==> src/rtl/hazard_scheduler.sv <==
// rtl/hazard_scheduler.sv - pipeline hazard controller with shadow EX/MEM/WB slots, stall/bubble and forwarding selects
module hazard_scheduler #(
    parameter bit FORWARD_EN = 1'b1,
    parameter bit RF_BYPASS  = 1'b1,
    parameter int CNT_W      = 16
) (
    input  logic             clk,
    input  logic             rst_n,
    input  logic             id_valid,
    input  logic [4:0]       id_rs,
    input  logic [4:0]       id_rt,
    input  logic             id_rs_used,
    input  logic             id_rt_used,
    input  logic [4:0]       id_rd,
    input  logic             id_regwrite,
    input  logic             id_memread,
    input  logic             flush,
    output logic             stall,
    output logic             bubble,
    output logic [1:0]       fwd_a,
    output logic [1:0]       fwd_b,
    output logic [CNT_W-1:0] stall_cnt
);

    // Source registers are only needed while an instruction sits in EX.
    typedef struct packed {
        logic       valid;
        logic [4:0] rd;
        logic       regwrite;
        logic       memread;
        logic [4:0] rs;
        logic [4:0] rt;
    } ex_slot_t;

    typedef struct packed {
        logic       valid;
        logic [4:0] rd;
        logic       regwrite;
    } prod_slot_t;

    ex_slot_t         ex_q, ex_d;
    prod_slot_t       mem_q, mem_d;
    prod_slot_t       wb_q, wb_d;
    logic [CNT_W-1:0] stall_cnt_q, stall_cnt_d;

    logic dep_ex, dep_mem, dep_wb, hazard;

    function automatic logic produces(input logic v, input logic rw, input logic [4:0] rd,
                                      input logic [4:0] r);
        return v & rw & (rd == r) & (r != 5'd0);
    endfunction

    always_comb begin
        dep_ex  = id_valid & ((id_rs_used & produces(ex_q.valid, ex_q.regwrite, ex_q.rd, id_rs)) |
                              (id_rt_used & produces(ex_q.valid, ex_q.regwrite, ex_q.rd, id_rt)));
        dep_mem = id_valid & ((id_rs_used & produces(mem_q.valid, mem_q.regwrite, mem_q.rd, id_rs)) |
                              (id_rt_used & produces(mem_q.valid, mem_q.regwrite, mem_q.rd, id_rt)));
        dep_wb  = id_valid & ((id_rs_used & produces(wb_q.valid, wb_q.regwrite, wb_q.rd, id_rs)) |
                              (id_rt_used & produces(wb_q.valid, wb_q.regwrite, wb_q.rd, id_rt)));

        if (FORWARD_EN) begin
            hazard = dep_ex & ex_q.memread;
        end else begin
            hazard = dep_ex | dep_mem | (!RF_BYPASS && dep_wb);
        end

        // Flush wins: the ID instruction is dropped, so holding it would be wrong.
        stall  = hazard & ~flush;
        bubble = hazard | flush | ~id_valid;
    end

    always_comb begin
        ex_d = '{valid: ~bubble, rd: id_rd, regwrite: id_regwrite, memread: id_memread,
                 rs: id_rs, rt: id_rt};
        mem_d = '{valid: ex_q.valid, rd: ex_q.rd, regwrite: ex_q.regwrite};
        wb_d  = mem_q;

        stall_cnt_d = stall_cnt_q;
        if (stall && (stall_cnt_q != {CNT_W{1'b1}})) begin
            stall_cnt_d = stall_cnt_q + 1'b1;
        end
    end

    // MEM outranks WB because it holds the younger write to the same register.
    always_comb begin
        fwd_a = 2'b00;
        fwd_b = 2'b00;
        if (FORWARD_EN && ex_q.valid) begin
            if (produces(mem_q.valid, mem_q.regwrite, mem_q.rd, ex_q.rs)) begin
                fwd_a = 2'b10;
            end else if (produces(wb_q.valid, wb_q.regwrite, wb_q.rd, ex_q.rs)) begin
                fwd_a = 2'b01;
            end
            if (produces(mem_q.valid, mem_q.regwrite, mem_q.rd, ex_q.rt)) begin
                fwd_b = 2'b10;
            end else if (produces(wb_q.valid, wb_q.regwrite, wb_q.rd, ex_q.rt)) begin
                fwd_b = 2'b01;
            end
        end
    end

    always_ff @(posedge clk or negedge rst_n) begin
        if (!rst_n) begin
            ex_q        <= '0;
            mem_q       <= '0;
            wb_q        <= '0;
            stall_cnt_q <= '0;
        end else begin
            ex_q        <= ex_d;
            mem_q       <= mem_d;
            wb_q        <= wb_d;
            stall_cnt_q <= stall_cnt_d;
        end
    end

    assign stall_cnt = stall_cnt_q;

endmodule
==> config.mk <==
export PLATFORM = sky130hd
export DESIGN_NAME = hazard_scheduler
export DESIGN_NICKNAME = d
export VERILOG_FILES = /design/src/rtl/hazard_scheduler.sv
export SDC_FILE = /design/constraint.sdc
export NUM_CORES = 1
export LEC_CHECK = 0
export ABC_CLOCK_PERIOD_IN_PS = 2600
export CORE_UTILIZATION = 35
export CTS_CLUSTER_DIAMETER = 150
export CTS_CLUSTER_SIZE = 8
export DETAILED_ROUTE_END_ITERATION = 8
export SLEW_MARGIN = 20
export SYNTH_ARGS = -nofsm -noshare
export SYNTH_HDL_FRONTEND = slang
export SYNTH_SLANG_ARGS = --single-unit
==> constraint.sdc <==
create_clock -name clk -period 2.6 [get_ports clk]
set_clock_uncertainty 0.15 [all_clocks]
set_input_delay 0.39 -clock clk [delete_from_list [all_inputs] [get_ports clk]]
set_output_delay 0.39 -clock clk [all_outputs]
set_load 0.005 [all_outputs]
==> results by group, run 1 <==
Power
  • Int Power: 0.00106 W
  • Power density relative to cell area: 465 nW/um2
  • Proportion of power drawn by combinational gates: 9.9%
  • Clock power frac: 32.1%
  • Switching part of the total power: 23.0%
  • Sequential fraction of design power: 58.1%
  • Leakage power total: 1.28 nW
  • Worst supply voltage drop on vdd: 0.279 mV
  • PnR Total Power: 0.00138 W
  • Net load switching power: 0.000318 W

Yosys
  • Combinational family with the most area after synthesis: simple AND/OR/NAND/NOR gates
  • Async set-reset flop share out of synthesis: 100%
  • Sequential-to-total area share from yosys stat: 56.9%
  • Post-synthesis share of cell area spent on xor and xnor gates: 16.2%
  • Simple-gate share of the synthesized area: 18.7%
  • Synthesized cell area: 2110 um2
  • Cell count after synthesis: 174
  • Multiplexer fraction of the synthesized cell area: 1.78%
  • Synth area leader: dfrtp_1
  • Post-Syn Nets: 198
  • Seq cells post-synth: 48
  • Number of synthesized flops with an enable pin: 0
  • Most instantiated library cell after synthesis: dfrtp_1
  • Largest cells by area after synthesis: dfrtp_1 57%, xnor2_1 8.7%, xor2_1 7.5%
  • Mean Syn Cell Area: 12.1 um2
  • Number of warnings issued by yosys: 0
  • Post-synth cell types: 31
  • Share of the synthesized area in compound gates (AO/OA/AOI/OAI): 3.91%
  • Most used flip-flop cell after synthesis: dfrtp_1
  • Adder-cell share of the synthesized area: 0.593%
  • Cell types with the highest counts after synthesis: 48 x dfrtp_1, 21 x xnor2_1, 18 x xor2_1
  • Top cell type's share of synthesized area: 56.9%

Route
  • Initial drt markers: 38
  • DRC violation count after routing: 0
  • Vias post-DR: 1498
  • Router iterations before antenna repair: 4
  • Final antenna-violating net count: 0
  • Total length of routed wires: 4.36 mm
  • Avg Vias per Cell: 4.77
  • Routed length per instance: 13.9 um

STA
  • RSZ-0062 raised after global routing: yes
  • Hold Violations, Final: 0
  • Transition time of the tightest slew-check pin: 0.605 ns
  • WHS: 0.0373 ns
  • Highest Clock Rate: 402 MHz
  • Pins over their slew limit: 0
  • Fin crit period: 2.49 ns
  • Final period util: 95.6%
  • Endpoints failing setup: 0
  • Max-slew headroom at the worst pin: 59.7%

Global route
  • Initial antenna violation count: 0
  • Pin count of the biggest net entering global routing: 49
  • First-pass GRT wire length: 7.28 mm
  • Via count of the first global-routing pass: 1495
  • Global-route congestion overflow total: 0
  • Total routing resource utilization after global routing: 15.4%

CTS
  • Num CTS Buffers: 5
  • Maximum level of the CTS H-tree: 2
  • TritonCTS clock tree: done
  • Clock latency on the worst-skew pair: 0.29 ns
  • Clock Tree Buf Depth: 2
  • Clock root buffer: clkbuf_8
  • Number of clock sinks: 48
  • Clock slew seen by the registers of the worst setup and hold paths: 0.08 ns

Setup path
  • Critical path endpoint category: primary output
  • Worst-case register-to-register setup slack: 0.21 ns
  • Slowest cell on the critical path: or4_4
  • Cell chain of the critical path: or4_4 -> nor2_2 -> nor4_2 -> nor4_1 -> dlygate4sd2_1
  • Arrival @ worst endpoint: 1.95 ns
  • Source of the worst register-to-register timing path: ex_q[16]
  • Slowest Stage Delay on Critical Path: 0.54 ns
  • Endpoint required time on the critical path: 2.06 ns
  • Cell count of the worst reg-to-reg path: 8
  • Launching element type of the critical path: register
  • Path type of the worst setup path: reg -> out
  • Critical Path Source: ex_q[6]
  • Endpoint of the worst register-to-register path: stall_cnt[1]
  • Critical-path maximum fanout: 2
  • Critical Path Sink: fwd_a[0]

Layout
  • Nets@finish: 265
  • Number of standard cells in the final layout excluding fillers: 314
  • Antenna fix cells: 0
  • Area added between synthesis and finish: 40.7%
  • Share of final-layout standard cells stronger than drive strength 1: 21.1%

Die
  • Row Count: 27
  • Initial Util: 37.4%
  • I/O Pins: 45
  • Core region area: 5640 um2
  • Die span in x: 79.6 um
  • Height of the die: 79.6 um
  • Area of the die: 6340 um2

Placement
  • Global placer's final weighted congestion: 0.780
  • Detail Placement HPWL: 3.10 mm
  • Number of buffers added on ports: 44
  • Placed instance count: 302

Run
  • Number of violations of the max-capacitance limit: 0

Hold path
  • Path class of the lowest-slack min-delay path: in -> async

Outcome
  • Status: finished, final reports clean
[metal layers]
layer / share of wire, % / GRT usage [%] / vias up
met5: 0 / 0 / -
met4: 2.0 / 6.55 / 0
met3: 2.6 / 3.09 / 7
met2: 47 / 23.8 / 26
met1: 49 / 20.9 / 722
li1: - / - / 743
[area by class of cell]
type / instances / area, um2
Clock buffer: 8 / 90.1
Fill cell: 506 / 2670
Multi-Input combinational cell: 118 / 995
Tap cell: 72 / 90.1
Timing Repair Buffer: 62 / 569
Inverter: 6 / 22.5
Sequential cell: 48 / 1200
[power by group through the flow]
stage,sequential [W],clock (W),combinational [W]
after detailed placement,0.000816,0,0.000120
after global routing,0.000807,0.000502,0.000150
after global placement,0.000816,0,0.000118
after floorplan,0.000809,0,0.0000472
after CTS,0.000802,0.000464,0.000134
final,0.000802,0.000443,0.000136
[through the flow]
stage | worst slack [ns] | utilization (%) | setup TNS (ns) | cell area, um2
floorplan | 0.563 | - | 0 | 2110
global route | -0.00267 | 52.6 | -0.00267 | 2970
CTS | 0.0172 | 52.1 | 0 | 2940
detailed placement | -0.442 | 48.5 | -2.01 | 2740
finish | 0.113 | 52.6 | 0 | 2970
global placement | -0.423 | 48.5 | -1.77 | 2740
[state kept, by name, indices dropped and copies added (netlist names)]
register and count:
mem_q 7, wb_q 7, ex_q 18, stall_cnt 16
[how the worst min path moves through the flow]
stage / endpoint / cells after the start / slack [ns] / startpoint
2_1_floorplan: ex_q[0] / 0 / -0.06 / rst_n
3_3_place_gp: wb_q[6] / 0 / 0.21 / mem_q[6]
3_5_place_dp: wb_q[6] / 0 / 0.21 / mem_q[6]
4_1_cts: ex_q[10] / 2 / 0.05 / rst_n
5_1_grt: ex_q[12] / 2 / 0.07 / rst_n
6_report: ex_q[16] / 2 / 0.04 / rst_n
[kinds of logic after synthesis]
kind of cell	after synthesis
muxes	3
adders and majority gates	1
DFF	48
buffers and inverters	8
AOI/OAI and AO/OA	10
xor gates and xnor gates	39
and+or+nand+nor	65
[cell usage in the layout (no fill, tap or decap), types with 3 or more instances in the layout]
master	count
nor4_2	3
clkbuf_8	6
dfrtp_1	47
nor2_1	7
nor4_1	4
xnor2_2	3
clkdlybuf4s50_1	28
nand2_1	4
buf_4	17
xnor2_1	18
inv_1	6
nand4_1	7
xor2_1	18
nand3_1	11
dlygate4sd2_1	13
nor3_1	11
[worst max-delay path: cells and delay by family (launching register included)]
family,cells,cell delay (ns)
buffers and inverters,1,0.26
flip-flops,1,0.39
AND/OR/NAND/NOR,4,1.01
[timing repair]
| item | in CTS | in global routing |
|---|---|---|
| resized for setup | 32 | 4 |
| endpoints found under the hold margin | 0 | 0 |
| hold buffers | 0 | 0 |
| setup endpoints to repair | 5 | 2 |
| setup buffers | 3 | 1 |
| pin swaps | 10 | 3 |
Note: power is estimated with default switching activity, not from simulation.
==> run 2, diff against run 1 <==
CORE_MARGIN = 2   (was unset)
==> run 2 against run 1 <==
Utilization shrank 0.80 points. Worst hold slack got worse by 0.026 ns. Sequential cell count stayed put. Non-clock buffer count grew 7. Highest routed layer unchanged.
==> results by group, run 2 (synthesis results as in run 1) <==
STA
  • Sum of negative setup slack: 0 ns
  • Fin crit period: 2.49 ns
  • Endpoints failing setup: 0
  • Hold Violations, Final: 0
  • Final period util: 95.9%
  • Transition time of the tightest slew-check pin: 0.595 ns
  • Highest Clock Rate: 401 MHz
  • Max-slew headroom at the worst pin: 60.4%
  • Pins over their slew limit: 0

Global route
  • Pin count of the biggest net entering global routing: 49
  • First-pass GRT wire length: 7.49 mm
  • Total routing resource utilization after global routing: 15.1%
  • Initial antenna violation count: 0
  • Via count of the first global-routing pass: 1513
  • Global-route congestion overflow total: 0

Die
  • Row Count: 28
  • Initial Util: 35.8%
  • Area of the die: 6660 um2
  • Height of the die: 81.6 um
  • Die span in x: 81.6 um
  • I/O Pins: 45
  • Core region area: 5890 um2

CTS
  • Clock latency on the worst-skew pair: 0.30 ns
  • Clock root buffer: clkbuf_8
  • TritonCTS clock tree: done
  • Clock Tree Buf Depth: 2
  • Num CTS Buffers: 5
  • Number of clock sinks: 48
  • Clock slew seen by the registers of the worst setup and hold paths: 0.09 ns
  • Maximum level of the CTS H-tree: 2
  • CTS hold repair buffers: 0

Layout
  • Nets@finish: 272
  • Register name with the most flops: ex_q
  • Most common cell after layout, fill and taps aside: dfrtp_1
  • Highest-count cells in the layout ignoring fill and taps: 45 x dfrtp_1, 28 x clkdlybuf4s50_1, 25 x buf_4
  • Number of flip-flops in the largest register: 18
  • Share of final-layout standard cells stronger than drive strength 1: 26.9%
  • Filler cells: 531
  • Antenna fix cells: 0
  • Area added between synthesis and finish: 44.6%
  • Number of standard cells in the final layout excluding fillers: 324

Route
  • Router iterations before antenna repair: 3
  • Max layer used: met4
  • Final antenna-violating net count: 0
  • Avg Vias per Cell: 4.69
  • Length of routed wiring on met1: 2.14 mm
  • Routed length per instance: 13.4 um
  • Initial drt markers: 59
  • Metal3 WL: 108 um
  • Met2 routed wirelength: 2.02 mm
  • DRC violation count after routing: 0
  • Total length of routed wires: 4.35 mm
  • Vias post-DR: 1518

Power
  • Net load switching power: 0.000346 W
  • Switching part of the total power: 24.5%
  • Sequential fraction of design power: 56.8%
  • Clock power frac: 33.2%
  • Int Power: 0.00107 W
  • Power density relative to cell area: 463 nW/um2
  • Proportion of power drawn by combinational gates: 10.0%
  • Leakage power total: 1.33 nW
  • Worst supply voltage drop on vdd: 0.250 mV

Setup path
  • Worst-case register-to-register setup slack: 0.12 ns
  • Arrival @ worst endpoint: 1.95 ns
  • Endpoint required time on the critical path: 2.06 ns
  • Critical path endpoint category: primary output
  • Critical-path maximum fanout: 4
  • Launching element type of the critical path: register
  • Cell count of the worst reg-to-reg path: 10
  • Endpoint of the worst register-to-register path: stall_cnt[1]
  • Source of the worst register-to-register timing path: ex_q[13]
  • Path type of the worst setup path: reg -> out

Placement
  • Placed instance count: 308
  • Number of buffers added on ports: 44
  • Global placer's final weighted congestion: 0.784
  • Detail Placement HPWL: 3.18 mm

Hold path
  • Path class of the lowest-slack min-delay path: in -> async

Run
  • Number of violations of the max-capacitance limit: 0

Outcome
  • Status: finished, final reports clean
-- run 2: changes by cell type in the layout (fill, tap and decap cells not counted), sizes merged --
cell	delta
buf	+8
clkbuf	-2
clkdlybuf4s15	-1
clkinvlp	+2
dlygate4sd2	-4
dlymetal6s2s	+4
-- run 2: worst max-delay path, stage by stage, from the launching register on --
cell and delay (ns):
dfrtp_1 0.44, nor4_2 0.32, nor3_2 0.07, a21oi_2 0.16
nor4_4 0.06, and2_1 0.15, clkdlybuf4s50_1 0.43
-- run 2: worst max path at each step --
stage / startpoint / to / slack, ns / cells past startpoint
after floorplan: stall_cnt[0] / stall_cnt[7] / 0.56 / 8
after global placement: id_rt[0] / bubble / -0.42 / 7
after detailed placement: id_rt[0] / bubble / -0.43 / 7
after CTS: id_rt[4] / bubble / -0.18 / 8
after global routing: ex_q[1] / fwd_b[1] / -0.04 / 6
final: ex_q[1] / fwd_b[1] / 0.11 / 6
-- run 2: cell type report --
class	count	area, um2	share of cell area (%)
clock buffers	6	82.6	2.71
inverters	6	22.5	0.738
flip-flops and latches	48	1200	39.5
well taps	75	93.8	3.08
multi-input cells	118	1010	33.2
clock inverters	2	15.0	0.492
repair buffers	69	619	20.3
-- run 2: timing repair --
action,4_1_cts,5_1_grt
resized for setup,27,17
setup endpoints to repair,6,8
cloned,0,0
buffers inserted,3,5
pin swaps,10,14
-- run 2: through the flow --
stage          power, W  hold WS (ns)  instance area, um2  util (%)  worst slack [ns]
2_1_floorplan  0.000856       -0.0556                2110         -             0.563
3_3_place_gp   0.000938         0.211                2750      46.7            -0.425
3_5_place_dp   0.000939         0.213                2750      46.7            -0.435
4_1_cts         0.00143        0.0368                2960      50.2            -0.178
5_1_grt         0.00150        0.0648                3050      51.8           -0.0447
6_report        0.00141        0.0115                3050      51.8             0.106
-- run 2: power by group through the flow --
stage	clock network [W]	registers, W	logic [W]
2_1_floorplan	0	0.000809	0.0000472
3_3_place_gp	0	0.000815	0.000123
3_5_place_dp	0	0.000815	0.000123
4_1_cts	0.000491	0.000801	0.000135
5_1_grt	0.000533	0.000807	0.000156
6_report	0.000468	0.000802	0.000141
-- run 2: metal layers --
layer / GRT usage, % / up-vias
li1: - / 756
met1: 22.0 / 732
met2: 21.7 / 24
met3: 2.97 / 6
met4: 6.50 / 0
met5: 0 / -
